[src/rtl/sum_bcd_split.sv]
// Sequential binary-to-BCD converter: captures a 16-bit sum on start and
// converts it by double dabble over 16 cycles into five packed BCD digits.
module sum_bcd_split (
    input  logic        clk,
    input  logic        rst_n,
    input  logic        start,
    input  logic [15:0] bin,
    output logic        busy,
    output logic        done,
    output logic [19:0] bcd
);

    localparam int unsigned BIN_W    = 16;
    localparam int unsigned DIGITS   = 5;
    localparam int unsigned BCD_W    = 4 * DIGITS;
    localparam int unsigned CNT_W    = 4;
    localparam int unsigned CNT_LAST = BIN_W - 1;

    typedef enum logic [1:0] {
        S_IDLE  = 2'd0,
        S_SHIFT = 2'd1,
        S_DONE  = 2'd2
    } state_t;

    state_t             state_q, state_d;
    logic [BIN_W-1:0]   shift_q, shift_d;
    logic [BCD_W-1:0]   scratch_q, scratch_d;
    logic [CNT_W-1:0]   cnt_q, cnt_d;
    logic [BCD_W-1:0]   bcd_d;
    logic               busy_d, done_d;

    logic [BCD_W-1:0]         adj_c;
    logic [BCD_W+BIN_W-1:0]   shifted_c;

    // Add-3 correction on every digit that would overflow past 9 when doubled
    always_comb begin
        adj_c = '0;
        for (int i = 0; i < DIGITS; i++) begin
            adj_c[4*i +: 4] = scratch_q[4*i +: 4]
                            + ((scratch_q[4*i +: 4] >= 4'd5) ? 4'd3 : 4'd0);
        end
    end

    assign shifted_c = {adj_c, shift_q} << 1;

    // Next-state and registered-output logic
    always_comb begin
        state_d   = state_q;
        shift_d   = shift_q;
        scratch_d = scratch_q;
        cnt_d     = cnt_q;
        bcd_d     = bcd;
        busy_d    = 1'b0;
        done_d    = 1'b0;

        case (state_q)
            S_IDLE, S_DONE: begin
                if (start) begin
                    shift_d   = bin;
                    scratch_d = '0;
                    cnt_d     = '0;
                    busy_d    = 1'b1;
                    state_d   = S_SHIFT;
                end else begin
                    state_d   = S_IDLE;
                end
            end
            S_SHIFT: begin
                scratch_d = shifted_c[BCD_W+BIN_W-1:BIN_W];
                shift_d   = shifted_c[BIN_W-1:0];
                cnt_d     = cnt_q + CNT_W'(1);
                busy_d    = 1'b1;
                if (cnt_q == CNT_W'(CNT_LAST)) begin
                    busy_d  = 1'b0;
                    done_d  = 1'b1;
                    bcd_d   = shifted_c[BCD_W+BIN_W-1:BIN_W];
                    state_d = S_DONE;
                end
            end
            default: begin
                state_d = S_IDLE;
            end
        endcase
    end

    always_ff @(posedge clk or negedge rst_n) begin
        if (!rst_n) begin
            state_q   <= S_IDLE;
            shift_q   <= '0;
            scratch_q <= '0;
            cnt_q     <= '0;
            bcd       <= '0;
            busy      <= 1'b0;
            done      <= 1'b0;
        end else begin
            state_q   <= state_d;
            shift_q   <= shift_d;
            scratch_q <= scratch_d;
            cnt_q     <= cnt_d;
            bcd       <= bcd_d;
            busy      <= busy_d;
            done      <= done_d;
        end
    end

endmodule
[config.mk]
export PLATFORM = sky130hd
export DESIGN_NAME = sum_bcd_split
export DESIGN_NICKNAME = d
export VERILOG_FILES = /design/src/rtl/sum_bcd_split.sv
export SDC_FILE = /design/constraint.sdc
export NUM_CORES = 1
export LEC_CHECK = 0
export BUFFER_PORTS_ARGS = -buffer_cell sky130_fd_sc_hd__buf_2
export CORE_UTILIZATION = 64
export CTS_BUF_LIST = sky130_fd_sc_hd__clkbuf_4 sky130_fd_sc_hd__clkbuf_8
export CTS_CLUSTER_SIZE = 20
export DETAILED_ROUTE_END_ITERATION = 10
export GPL_TIMING_DRIVEN = 0
export HOLD_SLACK_MARGIN = 0.12
export PLACE_DENSITY = 0.88
export SYNTH_ARGS = -nofsm -noshare
export SYNTH_HDL_FRONTEND = slang
export SYNTH_SLANG_ARGS = --single-unit
[constraint.sdc]
create_clock -name clk -period 3.05 [get_ports clk]
set_input_delay 0.305 -clock clk [delete_from_list [all_inputs] [get_ports clk]]
set_output_delay 0.305 -clock clk [all_outputs]
set_load 0.005 [all_outputs]
==> metrics.txt <==
die area 4880 um^2; detailed placer's ending HPWL 4110 um; pwr/cell area 1200 nW/um^2; Synth Instances between 200 and 250; mapped cell area 2950 um^2; Max VDD drop between 700 and 800 uV; I/O pins 41; Req. time, crit path 3.27 ns; total grt overflow 0; largest area contributor in the synthesized netlist dfrtp_1; PortBufs 40; commonest non-fill, non-tap cell in the layout dfrtp_1; crit path launch type register; FMAX 507 MHz; area grow syn2layout 16.5%; P_leak 1.80 nW; syn avg cell area between 10 and 15 um^2; Hold Vio Cnt, Final 0; setup TNS 0 ns; total chip power between 4 and 5 mW; synth warn 0; Tcrit/Tclk final 64.7%; initial antenna violation count 0; share of cells above drive strength 1 27.2%; Netlist cell types 28; Relative slew margins between 60% and 70%; Post-DRT Antenna Nets 0; vias in the first global route 2114; most frequent cells in the layout 64 x dfrtp_1, 45 x buf_2, 31 x a22o_1; internal power 2.59 mW; routed len/inst 17.7 um; worst clock skew 0.00678 ns; largest cells by area after synthesis dfrtp_1 54%, a22o_1 9.2%, a21o_1 5.3%, ha_1 4.2%, mux2_2 4.2%; crit path capture type register; CTS tree yes; DRC viols 0; Reg2Reg Depth 6; fin crit period 1.97 ns; gpl congestion between 0.8 and 0.9; Routed WL 6070 um; Hold WC Path Type primary input to register; later-pin clock latency in the skew report around 0.34 ns; Die Height 69.9 um; fin. max-slew vios 0; Final Instance Area 3430 um^2; Worst Path Arrival 2.20 ns; sw frac 37.0%; crit-path max FO 4; # Max-Cap Violations 0; Finished Layout Cells 342; Layout Nets 320; placement-stage cell area 3230 um^2; Setup-failing EPs final 0; status complete, no violations; Gates resized, CTS repair 0; Post-Place Cells 326; switching power 1.52 mW; vias per cell 6.08; placeable core area approximately 4400 um^2; first-pass GRT wire length approximately 10000 um; CTS H-Tree Depth 3; total CTS buffers 9; RSZ-0062 raised after global routing false; Initial Util 67.3%; top cell type's share of synthesized area 54.3%; GRT Overall Usage between 20% and 30%; post-synth net total 267; Final Core Density 78.3%; Setup CP Type register to register; vias 2081; Seq cells post-synth 64; Clk pin slew, worst setup/hold paths 0.06 ns; pin count of the biggest net entering global routing 40; Seq/Total Area, Yosys 54.3%; DRT iter0 DRCs 95; CTS Buffer Depth 2; Clock Power Share 17.3%; part of the power in registers 37.9%; Slew @ Worst Pin 0.592 ns; hold path depth 2; Die Wd 69.9 um; Antenna diodes 0; Filler cells 285; FP Rows 24; CTS Root Cell clkbuf_8; first drt pass iteration count 4; CTS Sinks 64; Comb pwr share 44.8%
==> cell type report <==
type	instances	area (um^2)	area share (%)
Multi-Input combinational cell	145	1230	35.8
Tap cell	52	65.1	1.89
Buffer	13	77.6	2.26
Clock buffer	11	145	4.23
Sequential cell	64	1600	46.6
Timing Repair Buffer	42	230	6.70
Clock inverter	4	45.0	1.31
Inverter	11	41.3	1.20
==> through the flow <==
stage,setup slack [ns],hold slack [ns]
2_1_floorplan,1.23,0.00941
3_3_place_gp,1.16,0.462
3_5_place_dp,1.12,0.337
4_1_cts,1.07,0.181
5_1_grt,0.978,0.200
6_report,1.08,0.195
==> worst paths after layout <==
path	start	end	slack [ns]
min in group asynchronous	rst_n	bcd[6]$_DFFE_PN0P_	0.49
max in group asynchronous	rst_n	shift_q[14]$_DFFE_PN0P_	1.95
setup / recovery	scratch_q[1]$_DFFE_PN0P_	bcd[3]$_DFFE_PN0P_	1.08
hold reg to reg	shift_q[8]$_DFFE_PN0P_	shift_q[8]$_DFFE_PN0P_	0.48
hold / removal	bin[0]	shift_q[0]$_DFFE_PN0P_	0.20
setup reg to reg	scratch_q[1]$_DFFE_PN0P_	bcd[3]$_DFFE_PN0P_	1.08
==> state kept, by name, summed over array words and instances (netlist names) <==
name,flops
cnt_q,4
state_q,2
busy,1
done,1
scratch_q,20
shift_q,16
bcd,20
==> critical path: stages, from the launching register on <==
cell and delay (ns):
dfrtp_1 0.43, o21ai_0 0.17, nand2b_1 0.14, ha_1 0.24, fa_1 0.38, xor2_1 0.19
mux2_2 0.29
==> timing repair <==
action | CTS | global route
buffers inserted | 0 | 0
hold buffers | 1 | 0
hold endpoints to repair | 25 | 0
==> layer usage <==
layer	wire length [um]	GRT usage [%]
met3	327	8.95
met5	0	0
met4	136	12.7
met1	2580	33.8
met2	3020	45.0
==> power groups by stage <==
| stage | Combinational [mW] | Sequential [mW] | Clock (mW) |
|---|---|---|---|
| 3_3_place_gp | 1.72 | 1.52 | 0 |
| 4_1_cts | 1.86 | 1.54 | 0.729 |
| 5_1_grt | 2.05 | 1.60 | 0.760 |
| 2_1_floorplan | 1.36 | 1.49 | 0 |
| 3_5_place_dp | 1.84 | 1.55 | 0 |
| 6_report | 1.84 | 1.55 | 0.711 |
==> cells in the mapped netlist <==
master      n
nand4_1     1
and2b_1     1
o2bb2ai_1   7
mux2_4      2
dfrtp_1    64
nand2_1     4
nand3_1     4
ha_1       10
fa_1        5
clkbuf_1    5
buf_2       5
nor2_1      1
nand2b_1    7
nor2b_1     6
mux2i_1     2
or2_1       1
o21ai_0    19
xnor2_1     4
clkinv_1    1
mux2_2     11
nand3_2     1
a21o_1     21
inv_1      10
a22o_1     31
buf_6       3
a32oi_1     4
nor2_2      1
xor2_1      2
==> cells by family after synthesis <==
family | after synthesis | synth area share [%]
AO/OA/AOI/OAI | 82 | 21.0
flip-flops | 64 | 54.3
AND/OR/NAND/NOR | 27 | 5.30
buffers and inverters | 24 | 4.03
multiplexers | 15 | 5.90
adder cells (fa/ha/maj) | 15 | 7.64
XOR/XNOR | 6 | 1.78
No activity file was read; power rests on OpenSTA's default activity.
